### config.mk
export PLATFORM = sky130hd
export DESIGN_NAME = voice_alloc
export DESIGN_NICKNAME = d
export VERILOG_FILES = /design/src/rtl/voice_pkg.sv /design/src/rtl/voice_age_ctrl.sv /design/src/rtl/voice_alloc.sv
export SDC_FILE = /design/constraint.sdc
export NUM_CORES = 1
export LEC_CHECK = 0
export CORE_ASPECT_RATIO = 0.9
export CORE_MARGIN = 2
export CORE_UTILIZATION = 48
export CTS_CLUSTER_DIAMETER = 150
export CTS_CLUSTER_SIZE = 24
export DETAILED_ROUTE_END_ITERATION = 16
export PLACE_DENSITY_LB_ADDON = 0.15
export SETUP_SLACK_MARGIN = 0.1
export SYNTH_ARGS = -nofsm -noshare
export SYNTH_HDL_FRONTEND = slang
export SYNTH_HIERARCHICAL = 1
export SYNTH_SLANG_ARGS = --single-unit
### constraint.sdc
create_clock -name clk -period 3.35 [get_ports clk]
set_input_delay 0.335 -clock clk [delete_from_list [all_inputs] [get_ports clk]]
set_output_delay 0.335 -clock clk [all_outputs]
set_load 0.02 [all_outputs]
### src/rtl/voice_pkg.sv
// Shared constants, FSM state encoding and message layout for the voice allocator.
package voice_pkg;

  localparam int VOICES = 4;
  localparam int NOTE_W = 7;
  localparam int AGE_W  = 2;

  localparam logic [1:0] ST_IDLE  = 2'd0;
  localparam logic [1:0] ST_SCAN  = 2'd1;
  localparam logic [1:0] ST_APPLY = 2'd2;

  // Rank operations: ALLOC pushes every other active slot back, TOUCH only those
  // newer than the target (retrigger and steal), RELEASE closes the gap it leaves.
  localparam logic [1:0] OP_NONE    = 2'd0;
  localparam logic [1:0] OP_ALLOC   = 2'd1;
  localparam logic [1:0] OP_TOUCH   = 2'd2;
  localparam logic [1:0] OP_RELEASE = 2'd3;

  typedef struct packed {
    logic              on;
    logic [NOTE_W-1:0] note;
    logic [NOTE_W-1:0] vel;
  } voice_msg_t;

endpackage

### src/rtl/voice_age_ctrl.sv
// Per-slot age ranks (0 = newest); updated in one ce-cycle from an op code and target slot.
module voice_age_ctrl
  import voice_pkg::*;
(
  input  logic                      clk,
  input  logic                      rst,
  input  logic                      ce,
  input  logic [1:0]                op,
  input  logic [1:0]                slot,
  input  logic [VOICES-1:0]         active,
  output logic [VOICES*AGE_W-1:0]   ages
);

  logic [AGE_W-1:0] age_q [VOICES];
  logic [AGE_W-1:0] ref_age;

  assign ref_age = age_q[slot];

  // The target always becomes newest; inactive slots are never touched, so they stay at 0.
  always_ff @(posedge clk or posedge rst) begin
    if (rst) begin
      for (int i = 0; i < VOICES; i++) age_q[i] <= '0;
    end else if (ce && op != OP_NONE) begin
      for (int i = 0; i < VOICES; i++) begin
        if (2'(i) == slot) begin
          age_q[i] <= '0;
        end else if (active[i]) begin
          case (op)
            OP_ALLOC:   age_q[i] <= age_q[i] + 1'b1;
            OP_TOUCH:   if (age_q[i] < ref_age) age_q[i] <= age_q[i] + 1'b1;
            OP_RELEASE: if (age_q[i] > ref_age) age_q[i] <= age_q[i] - 1'b1;
            default:    ;
          endcase
        end
      end
    end
  end

  for (genvar g = 0; g < VOICES; g++) begin : g_pack
    assign ages[g*AGE_W +: AGE_W] = age_q[g];
  end

endmodule

### src/rtl/voice_alloc.sv
// Four-slot polyphonic voice allocator: IDLE -> 4-cycle slot scan -> APPLY, with oldest-voice stealing.
module voice_alloc
  import voice_pkg::*;
#(
  parameter bit RETRIG_EN = 1'b1,
  parameter int SCAN_LEN  = 4
) (
  input  logic              clk,
  input  logic              rst,
  input  logic              ce,
  input  logic              msg_valid,
  output logic              msg_ready,
  input  logic              msg_on,
  input  logic [NOTE_W-1:0] msg_note,
  input  logic [NOTE_W-1:0] msg_vel,
  output logic [NOTE_W-1:0] note_num_0,
  output logic [NOTE_W-1:0] note_num_1,
  output logic [NOTE_W-1:0] note_num_2,
  output logic [NOTE_W-1:0] note_num_3,
  output logic [NOTE_W-1:0] note_vel_0,
  output logic [NOTE_W-1:0] note_vel_1,
  output logic [NOTE_W-1:0] note_vel_2,
  output logic [NOTE_W-1:0] note_vel_3,
  output logic [VOICES-1:0] voice_active,
  output logic              steal
);

  localparam logic [1:0] LAST_IDX = 2'(SCAN_LEN - 1);

  logic [1:0]          state;
  logic [1:0]          idx;
  voice_msg_t          msg_q;
  logic [NOTE_W-1:0]   num_q [VOICES];
  logic [NOTE_W-1:0]   vel_q [VOICES];
  logic [VOICES-1:0]   active_q;
  logic                steal_q;
  logic                match_found, free_found;
  logic [1:0]          match_idx, free_idx, oldest_idx;
  logic [VOICES*AGE_W-1:0] ages;
  logic [AGE_W-1:0]    scan_age;

  logic [1:0]          op, tgt;
  logic                wr_num, wr_vel, set_act, clr_act, do_steal;
  logic [NOTE_W-1:0]   new_vel;

  assign scan_age  = ages[{idx, 1'b0} +: AGE_W];
  assign msg_ready = (state == ST_IDLE);
  assign new_vel   = msg_q.on ? msg_q.vel : '0;

  // Controller: a zero-velocity note-on is folded into a note-off at accept time.
  always_ff @(posedge clk or posedge rst) begin
    if (rst) begin
      state       <= ST_IDLE;
      idx         <= '0;
      msg_q       <= '0;
      match_found <= 1'b0;
      free_found  <= 1'b0;
      match_idx   <= '0;
      free_idx    <= '0;
      oldest_idx  <= '0;
    end else if (ce) begin
      case (state)
        ST_IDLE: begin
          if (msg_valid) begin
            msg_q.on    <= msg_on && (msg_vel != '0);
            msg_q.note  <= msg_note;
            msg_q.vel   <= msg_vel;
            idx         <= '0;
            match_found <= 1'b0;
            free_found  <= 1'b0;
            state       <= ST_SCAN;
          end
        end
        ST_SCAN: begin
          if (active_q[idx]) begin
            if (!match_found && num_q[idx] == msg_q.note) begin
              match_found <= 1'b1;
              match_idx   <= idx;
            end
            if (scan_age == AGE_W'(VOICES - 1)) oldest_idx <= idx;
          end else if (!free_found) begin
            free_found <= 1'b1;
            free_idx   <= idx;
          end
          if (idx == LAST_IDX) state <= ST_APPLY;
          else idx <= idx + 1'b1;
        end
        ST_APPLY: state <= ST_IDLE;
        default:  state <= ST_IDLE;
      endcase
    end
  end

  // Decide the APPLY action from the scan results.
  always_comb begin
    op       = OP_NONE;
    tgt      = match_idx;
    wr_num   = 1'b0;
    wr_vel   = 1'b0;
    set_act  = 1'b0;
    clr_act  = 1'b0;
    do_steal = 1'b0;
    if (state == ST_APPLY) begin
      if (msg_q.on) begin
        if (match_found && RETRIG_EN) begin
          op     = OP_TOUCH;
          wr_vel = 1'b1;
        end else if (free_found) begin
          op      = OP_ALLOC;
          tgt     = free_idx;
          wr_num  = 1'b1;
          wr_vel  = 1'b1;
          set_act = 1'b1;
        end else begin
          op       = OP_TOUCH;
          tgt      = oldest_idx;
          wr_num   = 1'b1;
          wr_vel   = 1'b1;
          do_steal = 1'b1;
        end
      end else if (match_found) begin
        op      = OP_RELEASE;
        wr_vel  = 1'b1;
        clr_act = 1'b1;
      end
    end
  end

  always_ff @(posedge clk or posedge rst) begin
    if (rst) begin
      for (int i = 0; i < VOICES; i++) begin
        num_q[i] <= '0;
        vel_q[i] <= '0;
      end
      active_q <= '0;
      steal_q  <= 1'b0;
    end else if (ce) begin
      if (wr_num)  num_q[tgt]    <= msg_q.note;
      if (wr_vel)  vel_q[tgt]    <= new_vel;
      if (set_act) active_q[tgt] <= 1'b1;
      if (clr_act) active_q[tgt] <= 1'b0;
      steal_q <= do_steal;
    end
  end

  voice_age_ctrl u_age (
    .clk    (clk),
    .rst    (rst),
    .ce     (ce),
    .op     (op),
    .slot   (tgt),
    .active (active_q),
    .ages   (ages)
  );

  assign note_num_0   = num_q[0];
  assign note_num_1   = num_q[1];
  assign note_num_2   = num_q[2];
  assign note_num_3   = num_q[3];
  assign note_vel_0   = vel_q[0];
  assign note_vel_1   = vel_q[1];
  assign note_vel_2   = vel_q[2];
  assign note_vel_3   = vel_q[3];
  assign voice_active = active_q;
  assign steal        = steal_q;

endmodule

# ---- Yosys cells after proc, flatten, opt, wreduce, memory -nomap -nowiden
# Index checks and enable logic that the tools add are counted.
dict set report classes {
  add_sub_neg 9
  order_cmp 14
  eq_ne 25
  shifts 1
  mux 75
  n_bitwise 7
  n_reduce_logical 33
}
# op count
set op_table {}
lappend op_table {{$mux 2} 31}
lappend op_table {{$bwmux 28} 2}
lappend op_table {{$mux 7} 4}
lappend op_table {{$reduce_and 5->1} 5}
lappend op_table {{$ne 3x1->1 const B} 8}
lappend op_table {{$pmux 2 s3} 4}
lappend op_table {{$mux 1} 22}
lappend op_table {{$reduce_and 4->1} 5}
lappend op_table {{$reduce_bool 4->1} 4}
lappend op_table {{$bmux 7 s2} 1}
lappend op_table {{$demux 7 s2} 1}
lappend op_table {{$mux 4} 3}
lappend op_table {{$ne 2x2->1 const B} 6}
lappend op_table {{$reduce_bool 2->1} 6}
lappend op_table {{$add 2x1->2 const B} 5}
lappend op_table {{$eq 2x2->1 const B} 5}
lappend op_table {{$gt 2x2->1} 4}
lappend op_table {{$lt 2x2->1} 4}
lappend op_table {{$pmux 2 s2} 2}
lappend op_table {{$shiftx 8x4->2} 1}
lappend op_table {{$sub 2x1->2 const B} 4}
lappend op_table {{$eq 7x7->1} 1}
lappend op_table {{$reduce_bool 7->1} 1}
lappend op_table {{$ge 3x3->1 const B} 2}
lappend op_table {{20 further kinds} 33}
dict set report word_totals {
  reg_bits 96
  in_bits 19
  wordCells 188
}

# ---- Depth between registers and ports, before layout
dict set report depth {
  word_depth 13
  depth_mapped 12
  mapped_depth_nobuf 10
}

# ---- Modules after synthesis
# Netlist, hierarchy kept.
# mod instances cells_per_inst area_per_inst_um2
set by_module_without_submodules {}
lappend by_module_without_submodules {voice_alloc 1 317 3990.1}
lappend by_module_without_submodules {voice_age_ctrl 1 99 878.3}

# ---- Least setup slack after synthesis
# OpenSTA, ideal clock, no wires.
dict set report synth_timing {
  kind {flip-flop to flip-flop}
  startpoint {register match_found}
  endpoint {register u_age.age_q, in the netlist u_age/ages[5]}
  setup_ns 0.069
  t_arrival_ns 3.143
  required_ns 3.281
  path_slack_ns 0.138
  stages_incl_launch_ff 13
  cell_sequence {dfrtp_1 > and4bb_1 > buf_4 > mux2_2 > buf_2 > mux4_2 > inv_1 > ha_1 > nor2b_1 > o21ai_0 > o2111ai_2 > or4b_1 > nand3_1}
}
dict set report synth_between {
  elab_chain_cells 10
  word_cells_on_any_way 27
}
# item line
set synth_rtl {}
lappend synth_rtl {{start, declared} voice_alloc.sv:37} ;# logic match_found, free_found;
lappend synth_rtl {{start signal, assigned} voice_alloc.sv:56} ;# match_found <= 1'b0;
lappend synth_rtl {{start signal, assigned} voice_alloc.sv:69} ;# match_found <= 1'b0;
lappend synth_rtl {{start signal, assigned} voice_alloc.sv:77} ;# match_found <= 1'b1;
lappend synth_rtl {{$mux 2 *} voice_alloc.sv:105} ;# if (match_found && RETRIG_EN) begin
lappend synth_rtl {{$mux 2 *} voice_alloc.sv:104} ;# if (msg_q.on) begin
lappend synth_rtl {{$mux 2 *} voice_alloc.sv:103} ;# if (state == ST_APPLY) begin
lappend synth_rtl {{named net tgt[0]} voice_alloc.sv:42} ;# logic [1:0] op, tgt;
lappend synth_rtl {{$not 2->3 (not written as such)} voice_age_ctrl.sv:17} ;# assign ref_age = age_q[slot];
lappend synth_rtl {{$bmux 2 s2} voice_age_ctrl.sv:17}
lappend synth_rtl {{$mux 2 (not written as such) (2 in a row)} voice_age_ctrl.sv:17}
lappend synth_rtl {{$gt 2x2->1 or $lt 2x2->1 (tied branches)} {voice_age_ctrl.sv:31, voice_age_ctrl.sv:30}}
lappend synth_rtl {{$ne 3x1->1 (no source line)} n/a}
lappend synth_rtl {{$reduce_and 5->1 (no source line)} n/a}
lappend synth_rtl {{end signal, assigned by index} voice_age_ctrl.sv:29} ;# OP_ALLOC: age_q[i] <= age_q[i] + 1'b1;
lappend synth_rtl {{end, declared} voice_age_ctrl.sv:14} ;# logic [AGE_W-1:0] age_q [VOICES];
# Mark *: on every way through the listed nets, which the timed path passes. The rest lies on a longest branch. The select of a mux whose other input is x is not followed.
# A chain may end at the register's enable or synchronous reset.

# ---- Worst setup path in the final report
# Ends and elaborated chain as after synthesis.

==> metrics.txt <==
status=finished, final reports clean; WP depth=10; Slew Viols, Final=0; Clock Root Buffer=clkbuf_16; post-route setup slack=between 200 and 250 ps; H-tree lvl count=3; crit path buf inv count=1; drt pass-1 iters=5; P_int=roughly 2.4 mW; vias in the first global route=3,677; min Tclk post-route=3128 ps; R2R Path Start=match_found; Crit path arrival time=~3400 ps; Switch Pwr=1.222 mW; width of the die=110.2 um; Main synth FF type=dfrtp_1; CORE AREA=a little under 0.01 mm^2; Net Sw Frac=33.58%; Syn Area/Cell=about 12 um^2; starting density of the core=49.76%; worst vdd ir=about 0.35 mV; critical path's slowest cell=or4b_1; DP Area=a little under 0.006 mm^2; Static Leakage=between 2 and 3 nW; # port buffers=80; Mapped Area=approximately 0.0049 mm^2; Vias/cell=5.646; Max Cap Viol=0; Clock Sinks=96; Comb pwr share=a little over a quarter; hpwl dp=7979 um; RSZ-0062 raised after global routing=false; Ports=81; PwrDens=591.1 mW/mm^2; Routed wire per std cell=17.83 um; reg-to-reg slack, setup=220 ps; CP Launch Type=flip-flop; Post-route DRC=0; Slew @ Worst Pin=730.1 ps; Worst EP required=3630 ps; Rel. slew slack=51.14%; total congestion overflow=0; n_diodes=0; fin crit share=between 90% and 100%; wire length of the first global-routing pass=18,780 um; most common library cell in the layout ignoring fill and taps=dfrtp_1; Clock transition at path regs=70 ps; Cells after Synth=416; Sum Neg Setup Slack=0 ps; WL final=11,290 um; WS Path Type=reg2reg; crit-path max cell delay=between 500 and 600 ps; power share of the sequential group=43.3%; Fmax achieved=0.3197 GHz; height of the die=99.54 um; Final Hold Fails=0; worst path cell trace=and4bb_1 > mux2_4 > mux4_2 > inv_2 > ha_1 > nor2b_1 > o21ai_0 > o2111ai_2 > or4b_1 > nand3_1; largest net degree at the start of global routing=89; worst hold-check path type=in2async; most frequent cells in the layout=dfrtp_1, clkdlybuf4s50_1, nand2_1; Worst R2R End=u_age/ages[5]; Clock Power Share=29.4%; Worst Setup End Kind=flip-flop; number of synthesized flops with an enable pin=0; Netlist cell types=55; Worst Skew=8.824 ps; Post-synth ARST share=100.0%; GRT Overall Usage=22.47%; final-stage net count=533; TritonCTS buffer count=9; FF-to-FF path depth=10; setup violators final=0; share of cells above drive strength 1=22.49%; worst-case clock buffer depth=2; site row count=34; worst-path fanout max=7; YS warnings=6; vias after detailed routing=3,574; syn nets=447; TritonCTS clock tree=yes; die area=about 0.011 mm^2; GPL Wtd Cong=around 0.90; Clk Latency, worst-skew pair=340 ps; final instance area=0.006158 mm^2; First DRT Iteration DRCs=201; DRT antenna net count=0; CP top delay family=simple AND/OR/NAND/NOR gates; sequential-to-total area share from yosys stat=49.34%; DP Worst Slack=169.8 ps; initial antenna violation count=0; Synth-to-Final Area Change=26.50%; #FFs+latches synth=96
[worst reg2reg max path, delay by kind of cell (launching register included)]
family          cells  cell delay [ps]
mux                 2              790
compound gates      2              400
buf+inv             1              100
flops               1              440
simple gates        4             1080
fa+ha+maj           1              240
[area by class of cell]
cell class	instances	area (um^2)
tap	126	157.7
sequential	96	2405
inverter	17	65.06
clock buffer	9	225.2
fill	813	3626
timing repair buffer	91	899.6
clock inverter	7	88.84
multi-input combinational	287	2317
[cell usage after synthesis (all sizes together), types with 3 or more instances]
library cell / number / area (um^2)
nand4: 4 / 25.02
and2: 10 / 62.56
mux2i: 4 / 43.79
a21oi: 7 / 35.03
buf: 7 / 55.05
nand3: 14 / 70.07
nor3: 4 / 20.02
xnor2: 6 / 52.55
nand2b: 5 / 38.78
mux4: 10 / 225.2
o31ai: 3 / 22.52
inv: 17 / 63.81
dfrtp: 96 / 2402
o21ai: 18 / 90.08
nor2b: 12 / 75.07
clkbuf: 9 / 33.78
ha: 12 / 150.1
nand2: 59 / 221.5
mux2: 65 / 758.2
nor2: 14 / 73.82
o211ai: 4 / 30.03
o22ai: 3 / 18.77
xor2: 5 / 43.79
[power groups by stage]
stage | clock network, mW | logic, mW | registers [mW]
3_3_place_gp | 0 | 0.962 | 1.58
5_1_grt | 1.14 | 1.10 | 1.61
4_1_cts | 1.09 | 0.995 | 1.57
2_1_floorplan | 0 | 0.646 | 1.57
3_5_place_dp | 0 | 0.986 | 1.59
6_report | 1.07 | 0.995 | 1.57
[worst max-delay path by stage]
stage	from	to	slack, ps
after floorplan	match_found	u_age/ages[5]	140
after global placement	free_found	u_age/ages[5]	240
after detailed placement	free_found	u_age/ages[5]	170
after CTS	free_found	u_age/ages[5]	160
after global routing	match_found	u_age/ages[5]	120
final	match_found	u_age/ages[5]	220
[flip-flops by register name (all words and copies together) (netlist names), 2 cells and up, named ones only]
| register | cells |
|---|---|
| msg_q | 15 |
| u_age/ages | 8 |
| note_num_0 | 7 |
| note_num_1 | 7 |
| note_num_2 | 7 |
| note_num_3 | 7 |
| note_vel_0 | 7 |
| note_vel_1 | 7 |
| note_vel_2 | 7 |
| note_vel_3 | 7 |
| free_idx | 2 |
| idx | 2 |
| match_idx | 2 |
| oldest_idx | 2 |
| state | 2 |
[timing repair]
item / in CTS / in global routing
resized for setup: 0 / 5
hold buffers: 0 / 0
setup endpoints to repair: 0 / 1
buffers inserted: 0 / 3
[metal layers]
layer	part of all wire (%)	vias up	global-route usage [%]
met2	49	114	35.63
met5	0	-	0
li1	-	1643	-
met3	5.0	19	4.849
met4	1.5	0	6.250
met1	45	1798	31.31
[through the flow]
| stage | instances | total power, mW | hold slack [ps] | utilization [%] |
|---|---|---|---|---|
| after CTS | 630 | 3.664 | 312.5 | 62.61 |
| after global routing | 633 | 3.857 | 352.0 | 62.94 |
| after detailed placement | 614 | 2.578 | 458.2 | 59.40 |
| final | 633 | 3.640 | 309.5 | 62.94 |
| after global placement | 614 | 2.541 | 452.2 | 59.40 |
| after floorplan | 416 | 2.216 | 150.7 | - |
[kinds of logic after synthesis]
kind of cell	Yosys count	synth area share (%)
adders and majority gates	12	3.084
DFF	96	49.34
buffers and inverters	33	3.135
AOI/OAI and AO/OA	54	7.402
muxes	79	21.10
xor gates and xnor gates	11	1.979
and+or+nand+nor	131	13.96
No activity file was read; power rests on OpenSTA's default activity.
